[src/rtl/hamming_scrub_pkg.sv]
// Shared types and constants for the Hamming scrub controller.
// Provides the sequencer state encoding, fatal-code values and timer sizing.
package hamming_scrub_pkg;

  typedef enum logic [2:0] {
    IDLE,
    COUNT,
    CHECK,
    CORRECT,
    FATAL
  } state_t;

  localparam logic [1:0] FC_NONE    = 2'b00;
  localparam logic [1:0] FC_DOUBLE  = 2'b01;
  localparam logic [1:0] FC_TIMEOUT = 2'b10;
  localparam logic [1:0] FC_RETRY   = 2'b11;

  // Bits needed to hold values 0..n-1, never less than one bit.
  function automatic int unsigned timer_width(input int unsigned n);
    return (n <= 2) ? 1 : $clog2(n);
  endfunction

endpackage

[src/rtl/scrub_timeout_timer.sv]
// Loadable down-counter that stops at zero and flags expiry while it sits there.
// Used both for the scrub interval and for handshake wait limits.
module scrub_timeout_timer #(
  parameter int unsigned W         = 4,
  parameter int unsigned RESET_VAL = 0
) (
  input  logic         clk,
  input  logic         rst,
  input  logic         load,
  input  logic [W-1:0] load_val,
  input  logic         dec,
  output logic         expired
);

  logic [W-1:0] count_q;

  // NOTE: state registers use non-blocking assignments so every flop samples pre-edge values.
  always_ff @(posedge clk or negedge rst) begin
    if (!rst) begin
      count_q <= W'(RESET_VAL);
    end else if (load) begin
      count_q <= load_val;
    end else if (dec && (count_q != '0)) begin
      count_q <= count_q - 1'b1;
    end
  end

  assign expired = (count_q == '0);

endmodule

[src/rtl/hamming_scrub_ctrl.sv]
// Run/scrub sequencer for the Hamming-protected counter: gates counting, runs periodic
// syndrome checks, issues corrections and latches fatal conditions.
module hamming_scrub_ctrl
  import hamming_scrub_pkg::*;
#(
  parameter int unsigned SCRUB_PERIOD = 32,
  parameter int unsigned TIMEOUT      = 8,
  parameter int unsigned RETRY_MAX    = 2,
  parameter int unsigned CORR_CNT_W   = 8
) (
  input  logic                  clk,
  input  logic                  rst,
  input  logic                  run,
  input  logic                  force_scrub,
  input  logic                  clr_fatal,
  output logic                  cnt_en,
  output logic                  chk_req,
  input  logic                  chk_done,
  input  logic                  err_single,
  input  logic                  err_double,
  output logic                  corr_req,
  input  logic                  corr_done,
  output logic                  busy,
  output logic                  fatal,
  output logic [1:0]            fatal_code,
  output logic [CORR_CNT_W-1:0] corr_cnt
);

  localparam int unsigned IVL_W   = timer_width(SCRUB_PERIOD);
  localparam int unsigned WAIT_W  = timer_width(TIMEOUT);
  localparam int unsigned RETRY_W = timer_width(RETRY_MAX + 1);

  state_t               state_q, state_d;
  logic [RETRY_W-1:0]   retry_q, retry_d;
  logic [1:0]           code_d;
  logic [CORR_CNT_W-1:0] corr_cnt_d;
  logic                 chk_req_d, corr_req_d;
  logic                 ivl_load, ivl_dec, ivl_expired;
  logic                 wait_load, wait_dec, wait_expired;

  // Interval timer holds the cycles remaining in the period: a full reload is "elapsed = 0".
  scrub_timeout_timer #(
    .W         (IVL_W),
    .RESET_VAL (SCRUB_PERIOD - 1)
  ) u_interval (
    .clk      (clk),
    .rst      (rst),
    .load     (ivl_load),
    .load_val (IVL_W'(SCRUB_PERIOD - 1)),
    .dec      (ivl_dec),
    .expired  (ivl_expired)
  );

  scrub_timeout_timer #(
    .W         (WAIT_W),
    .RESET_VAL (0)
  ) u_wait (
    .clk      (clk),
    .rst      (rst),
    .load     (wait_load),
    .load_val (WAIT_W'(TIMEOUT - 1)),
    .dec      (wait_dec),
    .expired  (wait_expired)
  );

  // NOTE: every signal gets a default before the case so no path can infer a latch.
  always_comb begin
    state_d    = state_q;
    retry_d    = retry_q;
    code_d     = fatal_code;
    corr_cnt_d = corr_cnt;
    chk_req_d  = 1'b0;
    corr_req_d = 1'b0;
    ivl_load   = 1'b0;
    ivl_dec    = 1'b0;
    wait_load  = 1'b0;
    wait_dec   = 1'b0;

    unique case (state_q)
      IDLE: begin
        if (force_scrub)  state_d = CHECK;
        else if (run)     state_d = COUNT;
      end
      COUNT: begin
        if (ivl_expired || force_scrub) begin
          state_d  = CHECK;
          ivl_load = 1'b1;
        end else begin
          ivl_dec = 1'b1;
          if (!run) state_d = IDLE;
        end
      end
      CHECK: begin
        wait_dec = 1'b1;
        if (chk_done) begin
          if (err_double) begin
            state_d = FATAL;
            code_d  = FC_DOUBLE;
          end else if (err_single) begin
            if (retry_q == RETRY_W'(RETRY_MAX)) begin
              state_d = FATAL;
              code_d  = FC_RETRY;
            end else begin
              state_d = CORRECT;
              retry_d = retry_q + 1'b1;
            end
          end else begin
            retry_d = '0;
            state_d = run ? COUNT : IDLE;
          end
        end else if (wait_expired) begin
          state_d = FATAL;
          code_d  = FC_TIMEOUT;
        end
      end
      CORRECT: begin
        wait_dec = 1'b1;
        if (corr_done) begin
          if (corr_cnt != '1) corr_cnt_d = corr_cnt + 1'b1;
          state_d = CHECK;
        end else if (wait_expired) begin
          state_d = FATAL;
          code_d  = FC_TIMEOUT;
        end
      end
      FATAL: begin
        if (clr_fatal) begin
          state_d  = IDLE;
          code_d   = FC_NONE;
          retry_d  = '0;
          ivl_load = 1'b1;
        end
      end
      default: state_d = IDLE;
    endcase

    // Request pulses and the wait window both start on entry to a waiting state.
    if (state_d == CHECK && state_q != CHECK) begin
      chk_req_d = 1'b1;
      wait_load = 1'b1;
    end
    if (state_d == CORRECT && state_q != CORRECT) begin
      corr_req_d = 1'b1;
      wait_load  = 1'b1;
    end
  end

  always_ff @(posedge clk or negedge rst) begin
    if (!rst) begin
      state_q    <= IDLE;
      retry_q    <= '0;
      cnt_en     <= 1'b0;
      chk_req    <= 1'b0;
      corr_req   <= 1'b0;
      busy       <= 1'b0;
      fatal      <= 1'b0;
      fatal_code <= FC_NONE;
      corr_cnt   <= '0;
    end else begin
      state_q    <= state_d;
      retry_q    <= retry_d;
      cnt_en     <= (state_d == COUNT);
      chk_req    <= chk_req_d;
      corr_req   <= corr_req_d;
      busy       <= (state_d == CHECK) || (state_d == CORRECT);
      fatal      <= (state_d == FATAL);
      fatal_code <= code_d;
      corr_cnt   <= corr_cnt_d;
    end
  end

endmodule

[config.mk]
export PLATFORM = sky130hd
export DESIGN_NAME = hamming_scrub_ctrl
export DESIGN_NICKNAME = d
export VERILOG_FILES = /design/src/rtl/hamming_scrub_pkg.sv /design/src/rtl/scrub_timeout_timer.sv /design/src/rtl/hamming_scrub_ctrl.sv
export SDC_FILE = /design/constraint.sdc
export NUM_CORES = 1
export LEC_CHECK = 0
export ABC_AREA = 1
export CORE_UTILIZATION = 40
export DETAILED_ROUTE_END_ITERATION = 6
export HOLD_SLACK_MARGIN = 0.15
export PLACE_DENSITY_LB_ADDON = 0.1
export SYNTH_ARGS = -nofsm -noshare
export SYNTH_HDL_FRONTEND = slang
export SYNTH_HIERARCHICAL = 1
export SYNTH_SLANG_ARGS = --single-unit
export TNS_END_PERCENT = 30
[constraint.sdc]
create_clock -name clk -period 1.8 [get_ports clk]
set_clock_uncertainty 0.05 [all_clocks]
set_input_delay 0.36 -clock clk [delete_from_list [all_inputs] [get_ports clk]]
set_output_delay 0.36 -clock clk [all_outputs]
set_load 0.01 [all_outputs]
==> impl_metrics.py, run 1 <==
metrics = {
    "drt": {
        "post-route-drc-count": 0,
        "wl_per_cell_um": 10.7,
        "ant_nets": 0,
        "drt_iter0_markers": 54,
        "vias": 1605,
        "drt_wl_total_um": 3650,
        "firstDrtPassIters": 4,
        "viasPerCell": 4.71,
    },
    "setup_path": {
        "worstPathMaxFanout": 7,
        "worst_ep_required_time_ns": 1.93,
        "reg2reg_from": "u_interval/count_q[1]",
        "reg2reg_depth": 14,
        "cp_slowest_cell": "dfstp_2",
        "crit_top_cell": "nand2_1",
        "crit_chain": "inv_2 -> ha_4 -> nand3b_4 -> inv_4 -> nor2_4 -> nand2_1 -> nor2_1 -> nor2_2 -> nand3_2 -> o21bai_4 -> inv_2 -> nand2_2 -> nand2_1 -> nand2_1",
        "slowest_delay_ns": 0.55,
        "r2r_end": "u_wait/count_q[2]",
        "cp-startpoint": "u_interval/count_q[1]",
        "reg2reg_slack_ns": -0.02,
        "cp.arrival_ns": 1.95,
        "cpLargestDelayFamily": "simple AND/OR/NAND/NOR gates",
        "start_kind": "flop",
        "end_kind": "flop",
        "worst-setup-path-type": "reg2reg",
        "path_buf_inv": 3,
    },
    "power_and_ir_drop": {
        "power.switching_mw": 1.59,
        "p_per_area_nw_per_um2": 1610,
        "p_clk_share_pct": 12.8,
        "p_seq_share_pct": 29.2,
        "p_total_mw": 3.90,
        "pwr-share-comb_pct": 58.0,
        "vdd_drop_max_mv": 0.708,
        "p_int_mw": 2.32,
        "p_leak_nw": 1.22,
        "p_sw_share_pct": 40.6,
    },
    "grt": {
        "use_met2_pct": 31.7,
        "grt.total_usage_pct": 18.0,
        "grt.busiest_layer": "met2",
        "grtUsageMet3_pct": 2.17,
        "grt_pass1_vias": 1456,
        "antenna_found_initial": 0,
        "met1_usage_pct": 21.4,
        "overflow": 0,
        "grt_max_degree": 29,
        "grt_pass1_wl_um": 6130,
    },
    "cts": {
        "clk_latency_ns": 0.28,
        "clkTransAtPathRegs_ns": 0.10,
        "numCtsBuffers": 3,
        "cts_tree": "done",
        "cts_max_path_buffers": 2,
        "cts_sinks": 28,
        "holdBufCountCts": 0,
        "cts-root-buf": "clkbuf_8",
        "htreeDepth": 1,
    },
    "sta": {
        "rsz0062_at_grt": "true",
        "hold_violations": 0,
        "setup_viol": 3,
        "fin_ws_ns": -0.0234,
        "fmax_mhz": 548,
        "period_share_pct": 101,
        "drv_slew": 0,
        "finalCriticalPeriod_ns": 1.82,
    },
    "synthesis": {
        "async_flop_share_pct": 100,
        "synth_top_cell_area_share_pct": 33.1,
        "synth-seq-area-share_pct": 40.7,
        "synthTopCellsByArea": "dfrtp_1 33%, nand2_1 14%, dfstp_2 7.6%",
        "synthesis.instances": 230,
        "yosys_register_bits": 28,
        "synth_edf_count": 0,
        "synth_ff_type": "dfrtp_1",
        "avgSynthCellArea_um2": 7.55,
        "yosysTopAreaCell": "dfrtp_1",
        "synth_cell_type_count": 29,
        "syn-cell-area_um2": 1740,
        "yosys_warnings": 6,
    },
    "worst_hold_path": {
        "hp-class": "in2async",
    },
    "floorplanning": {
        "die_width_um": 67.9,
        "core_um2": 4090,
        "fp-row-count": 23,
        "io_pins": 24,
        "initial_core_util_pct": 42.5,
        "die-area_um2": 4610,
        "fp.dieH_um": 67.9,
    },
    "place": {
        "post_dp_cell_area_um2": 2300,
        "gp_congestion": 0.809,
        "dpl.hpwl_um": 2810,
        "io_buffers": 23,
    },
    "status": {
        "status": "complete, but fails checks",
        "violations": "setup timing",
    },
    "layout": {
        "fin_area_um2": 2420,
        "num_antenna_cells": 0,
        "synthToLayoutAreaGrowth_pct": 39.2,
        "num-nets-final": 306,
        "drive_above_1_share_pct": 28.5,
    },
    "run": {
        "cap_violations": 0,
    },
}
[kinds of logic (layout without fill, tap and decap cells)]
| kind of cell | Yosys count | count (layout) | synth area share, % |
|---|---|---|---|
| AO/OA/AOI/OAI | 25 | 25 | 8.65 |
| other | 1 | 8 | 0.216 |
| XOR/XNOR | 6 | 6 | 3.03 |
| flip-flops | 28 | 28 | 40.7 |
| AND/OR/NAND/NOR | 130 | 130 | 35.7 |
| adder cells (fa/ha/maj) | 5 | 5 | 3.60 |
| buffers and inverters | 35 | 89 | 8.07 |
[cells in the final DEF (no fill, tap or decap), drive strengths merged]
cell           Yosys  layout
ha                 5       5
conb               1       8
o311ai             2       2
nand4              1       1
nand3b             2       2
inv               34      34
nand2             73      73
nand3             26      26
o22ai              3       3
clkbuf             0       3
nor2              25      25
a21oi              5       5
xor2               2       2
dfstp              5       5
xnor2              4       4
clkdlybuf4s50      0      23
bufinv             0       1
dfrtp             23      23
buf                1      28
nor3               3       3
o21ai             14      14
o21bai             1       1
[power by group through the flow]
stage	clock [mW]	combinational, mW	sequential (mW)
6_report	0.501	2.26	1.14
3_3_place_gp	0	2.15	1.14
2_1_floorplan	0	1.34	1.14
4_1_cts	0.526	2.28	1.14
5_1_grt	0.547	2.56	1.18
3_5_place_dp	0	2.18	1.15
[worst register-to-register path: cells and delay by family, from the launching register on]
family	cells	cell delay [ns]
DFF	1	0.55
AOI/OAI and AO/OA	1	0.10
and+or+nand+nor	9	0.69
buffers and inverters	3	0.19
adders and majority gates	1	0.17
[timing repair]
| item | CTS | global route |
|---|---|---|
| gates resized for setup | 9 | 5 |
| setup endpoints to repair | 3 | 5 |
| pin swaps | 4 | 5 |
| endpoints found under the hold margin | 0 | 0 |
| buffers inserted | 0 | 0 |
[metrics by stage]
stage	setup slack (ns)	utilization (%)	cells	hold WS (ns)	TNS, ns
2_1_floorplan	0.0117	-	237	0.0144	0
3_3_place_gp	-0.210	56.2	337	0.425	-0.620
3_5_place_dp	-0.250	56.2	337	0.430	-0.731
4_1_cts	-0.0211	58.8	341	0.418	-0.0433
5_1_grt	-0.129	59.2	341	0.448	-0.383
6_report	-0.0234	59.2	341	0.405	-0.0460
[state kept, by name, summed over array words and instances (netlist names)]
name                count
busy                    1
retry_q                 2
corr_req                1
u_interval/count_q      5
chk_req                 1
u_wait/count_q          3
corr_cnt                8
state_q                 3
cnt_en                  1
fatal                   1
fatal_code              2
[metal layers]
metal	wire [um]	up-vias
met3	94	5
met5	0	-
met4	76	0
met2	1740	19
li1	-	848
met1	1740	733
[Yosys cell counts (2+ instances only)]
cell type / count
a21oi_1: 5
dfrtp_1: 23
dfstp_2: 5
ha_1: 5
inv_1: 24
inv_2: 8
inv_4: 2
nand2_1: 65
nand2_2: 4
nand2_4: 4
nand3_1: 21
nand3_2: 5
nor2_1: 20
nor2_2: 4
nor3_1: 3
o21ai_0: 9
o21ai_1: 2
o21ai_2: 3
o22ai_1: 3
o311ai_0: 2
xnor2_1: 4
xor2_1: 2
[cell type report]
type	count	area, um^2
multi-input cells	174	985
clock buffers	3	41.3
clock inverters	1	30.0
fillers	398	1670
repair buffers	51	453
inverters	34	138
flip-flops and latches	28	708
well taps	50	62.6
[worst max path at each step]
stage          slack [ns]           endpoint  cells after the start
2_1_floorplan        0.01  u_wait/count_q[0]                     14
3_3_place_gp        -0.21  u_wait/count_q[0]                     11
3_5_place_dp        -0.25  u_wait/count_q[2]                     10
4_1_cts             -0.02  u_wait/count_q[2]                     14
5_1_grt             -0.13  u_wait/count_q[1]                     14
6_report            -0.02  u_wait/count_q[2]                     14
No activity file was read; power rests on OpenSTA's default activity.
==> run 2: changes to the inputs <==
--- a/config.mk
+++ b/config.mk
@@ -10,2 +10,3 @@
 export DETAILED_ROUTE_END_ITERATION = 6
+export GPL_TIMING_DRIVEN = 0
 export HOLD_SLACK_MARGIN = 0.15
--- a/constraint.sdc
+++ b/constraint.sdc
@@ -4,2 +4,2 @@
 set_output_delay 0.36 -clock clk [all_outputs]
-set_load 0.01 [all_outputs]
+set_load 0.005 [all_outputs]
==> run 2 against run 1 <==
  * The run still ends with setup timing left
  * Combinational power shrank 6%
  * Global-route usage down 1.3 points
  * Sequential power about the same
  * Die area unchanged
  * Cell count fell by 5.6%
==> impl_metrics.py, run 2 (same netlist as run 1, synthesis figures left out) <==
metrics = {
    "status": {
        "status": "complete, but fails checks",
        "violations": "setup timing",
    },
    "sta": {
        "finalCriticalPeriod_ns": 1.86,
        "setup_viol": 3,
        "drv_slew": 0,
        "worst_slew_pin_slew_ns": 0.622,
        "period_share_pct": 103,
        "hold_violations": 0,
        "fin_ws_ns": -0.0560,
        "fmax_mhz": 539,
        "maxSlewHeadroom_pct": 58.6,
        "rsz0062_at_grt": "true",
    },
    "power_and_ir_drop": {
        "p_seq_share_pct": 29.9,
        "power.switching_mw": 1.55,
        "p_total_mw": 3.74,
        "p_clk_share_pct": 13.5,
        "p_leak_nw": 1.13,
        "p_per_area_nw_per_um2": 1640,
        "pwr-share-comb_pct": 56.6,
        "p_int_mw": 2.18,
        "vdd_drop_max_mv": 0.710,
        "p_sw_share_pct": 41.6,
    },
    "setup_path": {
        "worstPathMaxFanout": 7,
        "reg2reg_from": "u_wait/count_q[0]",
        "cp-startpoint": "chk_done",
        "worst-setup-path-type": "in2reg",
        "start_kind": "primary input",
        "cp.arrival_ns": 2.03,
        "end_kind": "flop",
        "worst_ep_required_time_ns": 1.97,
    },
    "grt": {
        "grtUsageMet3_pct": 3.83,
        "use_met2_pct": 27.7,
        "antenna_found_initial": 0,
        "grt_pass1_vias": 1328,
        "overflow": 0,
        "grt_max_degree": 29,
        "grt_pass1_wl_um": 5780,
        "grt.busiest_layer": "met2",
        "met1_usage_pct": 21.8,
        "grt.total_usage_pct": 16.8,
    },
    "layout": {
        "synthToLayoutAreaGrowth_pct": 30.9,
        "fin_area_um2": 2270,
        "top_register": "corr_cnt",
        "largest_register_ffs": 8,
        "final_common_cell": "nand2_1",
        "mostFrequentLayoutCells": "62 x nand2_1, 23 x dfrtp_1, 22 x clkdlybuf4s50_1",
        "reg.largest.list": "corr_cnt x8, u_interval/count_q x5",
        "ff_latch_area_um2": 707,
        "nFillCells": 399,
        "num-nets-final": 287,
        "num_antenna_cells": 0,
        "drive_above_1_share_pct": 25.0,
        "multi_input_area_um2": 1000,
    },
    "cts": {
        "cts_max_path_buffers": 2,
        "htreeDepth": 1,
        "clk_latency_ns": 0.28,
        "numCtsBuffers": 3,
        "cts_sinks": 28,
        "cts-root-buf": "clkbuf_8",
        "clkTransAtPathRegs_ns": 0.10,
        "cts_tree": "done",
    },
    "place": {
        "gp_congestion": 0.824,
        "dpl.hpwl_um": 2560,
        "post_dp_cell_area_um2": 2080,
        "io_buffers": 23,
    },
    "drt": {
        "firstDrtPassIters": 4,
        "drt_wl_total_um": 3510,
        "wl_per_cell_um": 10.9,
        "ant_nets": 0,
        "vias": 1516,
        "viasPerCell": 4.71,
        "drt_iter0_markers": 92,
        "post-route-drc-count": 0,
    },
    "run": {
        "cap_violations": 0,
    },
    "floorplanning": {
        "initial_core_util_pct": 42.5,
        "io_pins": 24,
        "fp.dieH_um": 67.9,
        "fp-row-count": 23,
        "die-area_um2": 4610,
        "core_um2": 4090,
        "die_width_um": 67.9,
    },
    "worst_hold_path": {
        "hp-class": "reg2reg",
        "min_from": "u_interval/count_q[4]",
    },
}
## run 2: power groups by stage
stage	Combinational, mW	Clock (mW)	Sequential (mW)
after floorplan	1.34	0	1.10
after global placement	1.81	0	1.13
after detailed placement	1.84	0	1.13
after CTS	2.09	0.523	1.12
after global routing	2.39	0.543	1.15
final	2.12	0.503	1.12
## run 2: timing repair
action                                 4_1_cts  5_1_grt
endpoints found under the hold margin        0       23
setup endpoints to repair                    8        6
hold buffers                                 0        1
pin swaps                                   10        6
gates cloned                                 0        0
setup buffers                                7        0
resized for setup                           13        6
## run 2: final cells by class
type	count	share of cell area [%]
plain buffers	1	0.330
clock buffers	3	1.82
clock inverters	1	1.32
inverters	34	6.05
multi-input cells	174	44.0
flip-flops and latches	28	31.1
well taps	50	2.75
repair buffers	31	12.7
## run 2: worst max-delay path, cell delays in order
cell and delay (ns):
clkdlybuf4s50_1 0.60, inv_2 0.10, nor2_4 0.13, nand2_1 0.08, nor2_1 0.14, nand3_2 0.09
inv_2 0.08, o21bai_4 0.15, nand2_1 0.09, o21ai_1 0.09, nand2_1 0.06, nand2_1 0.06
## run 2: layer usage
layer | share of wire (%) | vias up | routed length [um]
li1 | - | 808 | -
met2 | 47 | 18 | 1650
met1 | 49 | 688 | 1710
met5 | 0 | - | 0
met3 | 3.5 | 2 | 123
met4 | 0.80 | 0 | 28
## run 2: final timing paths
check | end | slack, ns | cells past startpoint
min in group asynchronous | corr_cnt[6] | 0.57 | 2
hold reg to reg | u_interval/count_q[4] | 0.44 | 2
setup / recovery | u_wait/count_q[1] | -0.06 | 12
setup reg to reg | u_wait/count_q[1] | -0.05 | 13
max in group asynchronous | corr_req | 0.73 | 2
hold / removal | u_interval/count_q[4] | 0.44 | 2
## run 2: per-stage QoR
step / hold slack [ns] / TNS (ns) / utilization, % / worst slack [ns] / cells
after CTS: 0.442 / -0.110 / 55.3 / -0.0653 / 321
after global placement: 0.426 / -6.51 / 50.9 / -0.366 / 310
final: 0.437 / -0.109 / 55.6 / -0.0560 / 322
after detailed placement: 0.428 / -5.88 / 50.9 / -0.386 / 310
after floorplan: 0.0144 / 0 / - / 0.0117 / 237
after global routing: 0.466 / -0.673 / 55.6 / -0.209 / 322
==> run 3: changes to the inputs <==
- CORE_UTILIZATION: 40 -> 29
==> run 3 against run 2 <==
  * The run still ends with setup timing left
  * Die area grew 37%
  * Sequential share of layout area fell by 1.3 points
  * Largest cell class unchanged
  * First-iteration DRC count shrank 25%
==> impl_metrics.py, run 3 (same netlist as run 1, synthesis figures left out) <==
metrics = {
    "floorplanning": {
        "die-area_um2": 6300,
        "fp.dieH_um": 79.4,
        "die_width_um": 79.4,
        "initial_core_util_pct": 30.8,
        "fp-row-count": 27,
        "io_pins": 24,
        "core_um2": 5640,
    },
    "place": {
        "gp_congestion": 0.836,
        "dpl.hpwl_um": 2770,
        "post_dp_cell_area_um2": 2110,
        "io_buffers": 23,
    },
    "layout": {
        "fin_area_um2": 2370,
        "final_common_cell": "nand2_1",
        "largest_register_ffs": 8,
        "top_register": "corr_cnt",
        "synthToLayoutAreaGrowth_pct": 36.5,
        "num-nets-final": 291,
        "mostFrequentLayoutCells": "59 x nand2_1, 23 x dfrtp_1, 21 x clkdlybuf4s50_1",
        "reg.largest.list": "corr_cnt x8, u_interval/count_q x5",
        "num_antenna_cells": 0,
        "drive_above_1_share_pct": 27.9,
    },
    "drt": {
        "drt_iter0_markers": 69,
        "ant_nets": 0,
        "drt_wl_total_um": 3880,
        "wl_met3_um": 150,
        "top_layer": "met4",
        "wl_per_cell_um": 11.1,
        "firstDrtPassIters": 4,
        "m1WireLength_um": 1900,
        "post-route-drc-count": 0,
        "vias": 1556,
        "viasPerCell": 4.47,
        "wl_met2_um": 1810,
    },
    "power_and_ir_drop": {
        "p_sw_share_pct": 41.9,
        "p_total_mw": 3.88,
        "p_int_mw": 2.25,
        "vdd_drop_max_mv": 0.776,
        "p_clk_share_pct": 13.3,
        "p_leak_nw": 1.16,
        "p_per_area_nw_per_um2": 1640,
        "pwr-share-comb_pct": 57.7,
        "power.switching_mw": 1.62,
        "p_seq_share_pct": 29.0,
    },
    "cts": {
        "clkTransAtPathRegs_ns": 0.11,
        "cts-root-buf": "clkbuf_8",
        "htreeDepth": 1,
        "cts_sinks": 28,
        "numCtsBuffers": 3,
        "clk_latency_ns": 0.28,
        "cts_max_path_buffers": 2,
        "cts_tree": "done",
    },
    "setup_path": {
        "worstPathMaxFanout": 7,
        "cp.arrival_ns": 1.98,
        "slowest_delay_ns": 0.55,
        "cpLargestDelayFamily": "simple AND/OR/NAND/NOR gates",
        "crit_chain": "inv_2 -> ha_4 -> nand3b_4 -> inv_4 -> nor2_4 -> nand2_2 -> nor2_2 -> nor2_2 -> nand3_2 -> o21bai_4 -> inv_2 -> nand2_2 -> nand2_1 -> nand2_1",
        "worst-setup-path-type": "reg2reg",
        "start_kind": "flop",
        "end_kind": "flop",
        "worst_ep_required_time_ns": 1.93,
        "path_buf_inv": 3,
        "cp_slowest_cell": "dfstp_2",
    },
    "grt": {
        "overflow": 0,
        "grt_max_degree": 29,
        "grt.total_usage_pct": 13.7,
        "grt_pass1_vias": 1493,
        "grt_pass1_wl_um": 6820,
        "antenna_found_initial": 0,
    },
    "sta": {
        "maxSlewHeadroom_pct": 54.9,
        "setup_viol": 3,
        "fmax_mhz": 541,
        "finalCriticalPeriod_ns": 1.85,
        "period_share_pct": 103,
        "hold_violations": 0,
        "worst_slew_pin_slew_ns": 0.676,
        "rsz0062_at_grt": "true",
        "drv_slew": 0,
        "fin_ws_ns": -0.0478,
    },
    "run": {
        "cap_violations": 0,
    },
    "worst_hold_path": {
        "hp-class": "reg2reg",
    },
    "status": {
        "violations": "setup timing",
        "status": "complete, but fails checks",
    },
}
[run 3: final cells by class]
cell class                      count  area (um^2)
Tap cell                           72         90.1
Multi-Input combinational cell    174         1030
Inverter                           34          140
Timing Repair Buffer               35          320
Buffer                              1         7.51
Clock inverter                      1         30.0
Clock buffer                        3         41.3
Fill cell                         576         3270
Sequential cell                    28          707
[run 3: final timing paths]
path	from	end	slack, ns	depth (start not counted)
max in group asynchronous	rst	u_wait/count_q[0]	0.68	2
min	u_interval/count_q[4]	u_interval/count_q[4]	0.44	2
max	u_interval/count_q[1]	u_wait/count_q[0]	-0.05	14
max reg2reg	u_interval/count_q[1]	u_wait/count_q[0]	-0.05	14
min in group asynchronous	rst	fatal_code[1]	0.59	2
min reg2reg	u_interval/count_q[4]	u_interval/count_q[4]	0.44	2
[run 3: power groups by stage]
stage               combinational [mW]  sequential (mW)  clock, mW
finish                            2.24             1.12      0.515
global route                      2.56             1.16      0.554
CTS                               2.09             1.13      0.529
detailed placement                1.86             1.13          0
global placement                  1.85             1.14          0
floorplan                         1.34             1.10          0
[run 3: repair_timing]
item                       CTS  global route
setup buffers                7             4
hold buffers                 0             1
setup endpoints to repair    8             8
hold endpoints to repair     0            23
pin swaps                   11             8
resized for setup           13            15
[run 3: tightest hold or removal path, delay by kind of cell, from the launching register on]
kind | cells | cell delay [ns]
flip-flops | 1 | 0.38
AND/OR/NAND/NOR | 2 | 0.12
[run 3: stage by stage]
| stage | util [%] | hold slack [ns] | worst slack, ns | cells | setup TNS, ns |
|---|---|---|---|---|---|
| after floorplan | - | 0.0144 | 0.0117 | 237 | 0 |
| after global placement | 37.4 | 0.427 | -0.369 | 332 | -8.40 |
| after detailed placement | 37.4 | 0.429 | -0.364 | 332 | -8.94 |
| after CTS | 40.5 | 0.444 | -0.0509 | 343 | -0.137 |
| after global routing | 42.0 | 0.485 | -0.210 | 348 | -0.696 |
| final | 42.0 | 0.439 | -0.0478 | 348 | -0.124 |
[run 3: routing by layer]
layer / global-route usage [%] / vias up
li1: - / 821
met1: 18.4 / 703
met2: 23.4 / 30
met3: 2.51 / 2
met4: 1.64 / 0
met5: 0 / -
